[config.mk]
export PLATFORM = sky130hd
export DESIGN_NAME = i8243_expander
export DESIGN_NICKNAME = d
export VERILOG_FILES = /design/src/rtl/i8243_expander.sv
export SDC_FILE = /design/constraint.sdc
export NUM_CORES = 1
export LEC_CHECK = 0
export ABC_AREA = 1
export CORE_UTILIZATION = 52
export DETAILED_ROUTE_END_ITERATION = 8
export PLACE_DENSITY_LB_ADDON = 0.1
export SLEW_MARGIN = 10
export SYNTH_ARGS = -nofsm -noshare
export SYNTH_HDL_FRONTEND = slang
export SYNTH_SLANG_ARGS = --single-unit
[constraint.sdc]
create_clock -name clk -period 2.1 [get_ports clk]
set_input_delay 0.315 -clock clk [delete_from_list [all_inputs] [get_ports clk]]
set_output_delay 0.315 -clock clk [all_outputs]
set_load 0.01 [all_outputs]
[src/rtl/i8243_expander.sv]
`default_nettype none
// ============================================================================
//  Module   : i8243_expander
//  Purpose  : Synchronous 8243-style I/O expander for the i8048 core. Decodes
//             MOVD / ANLD / ORLD bus cycles carried on P2[3:0] + PROG and adds
//             four 4-bit ports P4..P7.
//  Revision : 1.0  initial release
// ----------------------------------------------------------------------------
//  Ports
//    clk     in   1  system clock, all state updates on the rising edge
//    res     in   1  synchronous reset, active high
//    cs_n    in   1  chip select (active low), sampled at the PROG fall
//    prog    in   1  PROG strobe from the core (asynchronous pin)
//    p2_in   in   4  P2[3:0] pin values (asynchronous pins)
//    p2_out  out  4  read data returned on P2[3:0]
//    p2_oe   out  1  P2[3:0] output enable
//    px_in   in  16  expander port pins  {P7,P6,P5,P4}
//    px_out  out 16  expander output latches {P7,P6,P5,P4}
//    px_oe   out  4  per-port output enable, bit0=P4 .. bit3=P7
//  Build option
//    I8243_PROG_FILTER_EN : glitch filter on PROG (FILTER_LEN stable cycles),
//                           cs_n / p2_in delayed to match.
// ============================================================================
module i8243_expander #(
    parameter int SYNC_STAGES = 2,
    parameter int FILTER_LEN  = 3
) (
    input  logic        clk,
    input  logic        res,
    input  logic        cs_n,
    input  logic        prog,
    input  logic [3:0]  p2_in,
    output logic [3:0]  p2_out,
    output logic        p2_oe,
    input  logic [15:0] px_in,
    output logic [15:0] px_out,
    output logic [3:0]  px_oe
);

    localparam logic [1:0] c_ST_IDLE  = 2'd0;
    localparam logic [1:0] c_ST_READ  = 2'd1;
    localparam logic [1:0] c_ST_WDATA = 2'd2;

    localparam logic [1:0] c_CMD_READ  = 2'b00;
    localparam logic [1:0] c_CMD_WRITE = 2'b01;
    localparam logic [1:0] c_CMD_OR    = 2'b10;
    localparam logic [1:0] c_CMD_AND   = 2'b11;

    // Width of the post-reset flush counter (large enough for either build).
    localparam int c_FLW = $clog2(SYNC_STAGES + FILTER_LEN + 4);

    // ------------------------------------------------------------------
    // Input synchronizers; all idle high after reset.
    // ------------------------------------------------------------------
    logic [SYNC_STAGES-1:0] r_prog_sync;
    logic [SYNC_STAGES-1:0] r_cs_sync;
    logic [3:0]             r_p2_sync [SYNC_STAGES];

    always_ff @(posedge clk) begin
        if (res) begin
            r_prog_sync <= '1;
            r_cs_sync   <= '1;
            for (int i = 0; i < SYNC_STAGES; i++) r_p2_sync[i] <= 4'hF;
        end else begin
            r_prog_sync[0] <= prog;
            r_cs_sync[0]   <= cs_n;
            r_p2_sync[0]   <= p2_in;
            for (int i = 1; i < SYNC_STAGES; i++) begin
                r_prog_sync[i] <= r_prog_sync[i-1];
                r_cs_sync[i]   <= r_cs_sync[i-1];
                r_p2_sync[i]   <= r_p2_sync[i-1];
            end
        end
    end

    logic       w_prog_s;
    logic       w_cs_s;
    logic [3:0] w_p2_s;
    assign w_prog_s = r_prog_sync[SYNC_STAGES-1];
    assign w_cs_s   = r_cs_sync[SYNC_STAGES-1];
    assign w_p2_s   = r_p2_sync[SYNC_STAGES-1];

    // Levels seen by the bus-cycle decoder.
    logic       w_prog_lvl;
    logic       w_cs_lvl;
    logic [3:0] w_p2_lvl;

`ifdef I8243_PROG_FILTER_EN
    localparam int c_FCW     = $clog2(FILTER_LEN + 1);
    localparam int c_ARM_LAT = SYNC_STAGES + FILTER_LEN + 2;

    logic             r_prog_filt;
    logic [c_FCW-1:0] r_filt_cnt;
    logic             r_cs_dly [FILTER_LEN];
    logic [3:0]       r_p2_dly [FILTER_LEN];

    // The filtered level flips only after the synced level has disagreed
    // with it for FILTER_LEN consecutive cycles; shorter pulses vanish.
    // cs_n / p2 go through a matching delay so they stay aligned.
    always_ff @(posedge clk) begin
        if (res) begin
            r_prog_filt <= 1'b1;
            r_filt_cnt  <= '0;
            for (int i = 0; i < FILTER_LEN; i++) begin
                r_cs_dly[i] <= 1'b1;
                r_p2_dly[i] <= 4'hF;
            end
        end else begin
            if (w_prog_s != r_prog_filt) begin
                if (r_filt_cnt == c_FCW'(FILTER_LEN - 1)) begin
                    r_prog_filt <= w_prog_s;
                    r_filt_cnt  <= '0;
                end else begin
                    r_filt_cnt <= r_filt_cnt + c_FCW'(1);
                end
            end else begin
                r_filt_cnt <= '0;
            end
            r_cs_dly[0] <= w_cs_s;
            r_p2_dly[0] <= w_p2_s;
            for (int i = 1; i < FILTER_LEN; i++) begin
                r_cs_dly[i] <= r_cs_dly[i-1];
                r_p2_dly[i] <= r_p2_dly[i-1];
            end
        end
    end

    assign w_prog_lvl = r_prog_filt;
    assign w_cs_lvl   = r_cs_dly[FILTER_LEN-1];
    assign w_p2_lvl   = r_p2_dly[FILTER_LEN-1];
`else
    localparam int c_ARM_LAT = SYNC_STAGES + 2;

    assign w_prog_lvl = w_prog_s;
    assign w_cs_lvl   = w_cs_s;
    assign w_p2_lvl   = w_p2_s;
`endif

    // ------------------------------------------------------------------
    // Edge detection. The synchronizer is preset high by reset, so a PROG
    // pin held low through reset would otherwise look like a fresh fall.
    // Falls are only honoured once the pipeline holds real samples and a
    // genuine high level has been seen; this drops the orphan rise that
    // belongs to a cycle cut short by reset.
    // ------------------------------------------------------------------
    logic             r_prog_prev;
    logic [c_FLW-1:0] r_flush;
    logic             r_armed;
    logic             w_fall;
    logic             w_rise;

    always_ff @(posedge clk) begin
        if (res) begin
            r_prog_prev <= 1'b1;
            r_flush     <= '0;
            r_armed     <= 1'b0;
        end else begin
            r_prog_prev <= w_prog_lvl;
            if (r_flush != c_FLW'(c_ARM_LAT)) begin
                r_flush <= r_flush + c_FLW'(1);
            end else if (w_prog_lvl) begin
                r_armed <= 1'b1;
            end
        end
    end

    assign w_fall = r_armed & r_prog_prev & ~w_prog_lvl;
    assign w_rise = ~r_prog_prev & w_prog_lvl;

    // ------------------------------------------------------------------
    // Bus-cycle FSM
    // ------------------------------------------------------------------
    logic [1:0] r_state;
    logic [1:0] w_state_next;
    logic [1:0] r_cmd;
    logic [1:0] r_port;

    always_ff @(posedge clk) begin
        if (res) r_state <= c_ST_IDLE;
        else     r_state <= w_state_next;
    end

    always_comb begin
        w_state_next = r_state;
        case (r_state)
            c_ST_IDLE: begin
                if (w_fall && !w_cs_lvl) begin
                    if (w_p2_lvl[3:2] == c_CMD_READ) w_state_next = c_ST_READ;
                    else                             w_state_next = c_ST_WDATA;
                end
            end
            c_ST_READ:  if (w_rise) w_state_next = c_ST_IDLE;
            c_ST_WDATA: if (w_rise) w_state_next = c_ST_IDLE;
            default:    w_state_next = c_ST_IDLE;
        endcase
    end

    // New nibble for the addressed latch; OR/AND act on the latch, never
    // on the pins.
    logic [3:0] w_cur_nib;
    logic [3:0] w_wr_nib;
    assign w_cur_nib = px_out[{r_port, 2'b00} +: 4];

    always_comb begin
        w_wr_nib = w_cur_nib;
        case (r_cmd)
            c_CMD_WRITE: w_wr_nib = w_p2_lvl;
            c_CMD_OR:    w_wr_nib = w_cur_nib | w_p2_lvl;
            c_CMD_AND:   w_wr_nib = w_cur_nib & w_p2_lvl;
            default:     w_wr_nib = w_cur_nib;
        endcase
    end

    // ------------------------------------------------------------------
    // Datapath / output registers
    // ------------------------------------------------------------------
    always_ff @(posedge clk) begin
        if (res) begin
            r_cmd  <= c_CMD_READ;
            r_port <= 2'd0;
            p2_out <= 4'h0;
            p2_oe  <= 1'b0;
            px_out <= 16'h0000;
            px_oe  <= 4'h0;
        end else begin
            case (r_state)
                c_ST_IDLE: begin
                    if (w_fall && !w_cs_lvl) begin
                        r_cmd  <= w_p2_lvl[3:2];
                        r_port <= w_p2_lvl[1:0];
                        if (w_p2_lvl[3:2] == c_CMD_READ) begin
                            // Addressed port turns into an input and the
                            // P2 driver starts on the same edge.
                            px_oe[w_p2_lvl[1:0]] <= 1'b0;
                            p2_oe                <= 1'b1;
                            p2_out               <= px_in[{w_p2_lvl[1:0], 2'b00} +: 4];
                        end
                    end
                end
                c_ST_READ: begin
                    if (w_rise) begin
                        p2_oe <= 1'b0;          // p2_out keeps its last value
                    end else begin
                        p2_oe  <= 1'b1;
                        p2_out <= px_in[{r_port, 2'b00} +: 4];
                    end
                end
                c_ST_WDATA: begin
                    if (w_rise) begin
                        px_out[{r_port, 2'b00} +: 4] <= w_wr_nib;
                        px_oe[r_port]                <= 1'b1;
                    end
                end
                default: ;
            endcase
        end
    end

endmodule
`default_nettype wire

==> results.yml <==
synth:
  netlist_top_cells_area: "dfxtp_1 39%, nand2_1 12%, a21oi_1 6.9%"
  synth-edff-count: 0
  synth.distinct_cells: 28
  ys_seq_area_share_pct: 38.9
  synth_top_area_share_pct: 38.9
  synth.avg_cell_area_um2: 7.26
  synth_nets: 385
  yosysWarningCount: 0
  syn_inst: 348
  syn_area_mm2: 0.00252
  yosysTopAreaCell: "dfxtp_1"
  async_reset_ff_share_pct: 0
  synth_ff_type: "dfxtp_1"
  synth.ff_latch_count: 49
  synth_most_common_cell: "nand2_1"
  yosys-top-cells-count: "83 x nand2_1, 49 x dfxtp_1, 41 x inv_1, 35 x a21oi_1, 30 x o21ai_0"
layout:
  utilization_pct: 69.9
  antenna_cells: 0
  fin_nets: 436
  nFillCells: 408
  area_growth_syn_to_layout_pct: 24.6
  drive_gt1_share_pct: 9.00
  multiInputGateArea_mm2: 0.00132
  seq_area_um2: 981
  instances_no_fill: 452
worst_setup_path:
  crit_path_top_delay_cell: "dfxtp_1"
  cp.arrival_ns: 2.08
  required_ns: 2.33
  start_kind: "register"
  crit_chain: "inv_1 > ha_1 > inv_1 > nor3_4 > nand3_1 > a21oi_1"
  cpPeakStageDelay_ns: 0.54
  reg2reg_depth: 6
  crit_top_cell: "inv_1"
  critical_path_class: "register to register"
  cp_max_fo: 10
  critPathCaptureType: "register"
detailed_routing:
  wl_per_cell_um: 12.3
  firstDrtPassIters: 4
  drc: 0
  ant_nets: 0
  drtIter0Drc: 135
  via_count: 2309
  via_per_inst: 5.11
  drt-total-wl_um: 5570
place:
  place_congestion: 0.937
  hpwlAfterDp_um: 4260
  place_inst: 444
  port_buffers: 48
global_route:
  grt.total_usage_pct: 23.4
  grt_pass1_wl_um: 9610
  grt_pass1_vias: 2235
  grt_max_degree: 26
  grt-ovfl-total: 0
  antenna_found_initial: 0
cts:
  post_cts_resized: 0
  cts_made_buffers: 5
  cts.clk_slew.worst_paths_ns: 0.09
  cts-htree-levels: 2
  post_cts_buffers: 0
  cts-root-buf: "clkbuf_8"
  clock_latency_ns: 0.30
  clock_path_buffers: 2
  hold_buffers: 0
  cts_sinks: 49
  tritoncts: "built"
sta:
  rsz0062_at_grt: "false"
  final.setup.tns_ns: 0
  hold_violations: 0
  setup_violations: 0
  finalMaxSlewViolations: 0
  fmax_mhz: 541
  relSlewSlack_pct: 65.4
  fin_skew_ns: 0.00665
  worst_pin_slew_ns: 0.519
  period_needed_ns: 1.85
  period_share_pct: 88.0
floorplan:
  dieArea_mm2: 0.00514
  core_mm2: 0.00450
  die-width_um: 71.7
  pin_count: 49
  initial_core_util_pct: 56.1
  die-height_um: 71.7
  row_count: 24
power_and_ir_drop:
  p_switching_uw: 476
  p_comb_share_pct: 13.0
  p_leak_nw: 1.33
  clkPwrFrac_pct: 32.1
  peakVddDrop_uv: 428
  powerDensity_mw_per_mm2: 583
  p_seq_share_pct: 55.0
  p_int_mw: 1.36
  p_sw_share_pct: 25.9
flow_run:
  max_cap_viol_count: 0
worst_hold_path:
  hold_path.class: "register to register"
  holdPathStages: 1
outcome:
  status: "finished, final reports clean"
power by group through the flow:
stage,registers (mW),clock network (mW),logic [mW]
2_1_floorplan,1.02,0,0.161
3_3_place_gp,1.03,0,0.231
3_5_place_dp,1.03,0,0.238
4_1_cts,1.01,0.617,0.240
6_report,1.01,0.589,0.238
5_1_grt,1.02,0.662,0.284
routing by layer:
| layer | global-route usage, % | vias up | wire (um) |
|---|---|---|---|
| met5 | 0 | - | 0 |
| met4 | 8.06 | 0 | 82 |
| met3 | 3.80 | 6 | 146 |
| met2 | 41.6 | 42 | 2740 |
| met1 | 28.7 | 1038 | 2600 |
| li1 | - | 1223 | - |
layout by cell type (no fill, tap or decap), drive strengths merged:
| cell type | instances |
|---|---|
| nor4 | 1 |
| xnor2 | 1 |
| a21oi | 35 |
| nor2 | 29 |
| dfxtp | 49 |
| inv | 44 |
| a211oi | 1 |
| buf | 4 |
| o211ai | 2 |
| clkdlybuf4s50 | 48 |
| nand4 | 5 |
| clkbuf | 6 |
| nand2 | 86 |
| o21ai | 33 |
| ha | 13 |
| nor3 | 1 |
| clkinv | 3 |
| or2 | 12 |
| o21a | 5 |
| a21boi | 4 |
| nand3 | 18 |
per-stage QoR:
| stage | total power, mW | hold slack (ns) | area [um^2] | setup WS, ns |
|---|---|---|---|---|
| 6_report | 1.84 | 0.415 | 3150 | 0.251 |
| 4_1_cts | 1.87 | 0.418 | 3150 | 0.263 |
| 5_1_grt | 1.96 | 0.440 | 3150 | 0.0899 |
| 3_3_place_gp | 1.26 | 0.392 | 3050 | 0.365 |
| 2_1_floorplan | 1.18 | 0.389 | 2520 | 0.358 |
| 3_5_place_dp | 1.27 | 0.394 | 3050 | 0.301 |
cell type report:
type | instances | area share (%)
Clock buffer | 6 | 2.62
Tap cell | 52 | 2.07
Sequential cell | 49 | 31.2
Timing Repair Buffer | 52 | 16.2
Clock inverter | 2 | 0.557
Multi-Input combinational cell | 246 | 42.0
Inverter | 45 | 5.37
sequential cells by signal, indices dropped and copies added, names as in the netlist, 2 cells and up:
name,flops
r_p2_sync,8
r_cmd,2
r_cs_sync,2
p2_out,4
px_oe,4
r_state,2
r_flush,4
r_port,2
px_out,16
r_prog_sync,2
cells by family after synthesis:
logic type | Yosys count | synth area share [%]
AO/OA/AOI/OAI | 80 | 17.3
AND/OR/NAND/NOR | 152 | 28.2
flip-flops | 49 | 38.9
XOR/XNOR | 1 | 0.347
adder cells (fa/ha/maj) | 13 | 6.44
buffers and inverters | 53 | 8.82
worst paths after layout:
check,from,to,slack (ns)
worst min-delay path,r_p2_sync[0][3],r_p2_sync[0][7],0.42
worst min register to register,r_p2_sync[0][3],r_p2_sync[0][7],0.42
worst max-delay path,r_port[1],px_out[11],0.25
worst max register to register,r_port[1],px_out[11],0.25
critical path, delay by kind of cell, from the launching register on:
family | cells | cell delay [ns]
buffers and inverters | 2 | 0.35
flip-flops | 1 | 0.54
AO/OA/AOI/OAI | 1 | 0.13
adder cells (fa/ha/maj) | 1 | 0.44
AND/OR/NAND/NOR | 2 | 0.33
No activity file was read; power rests on OpenSTA's default activity.
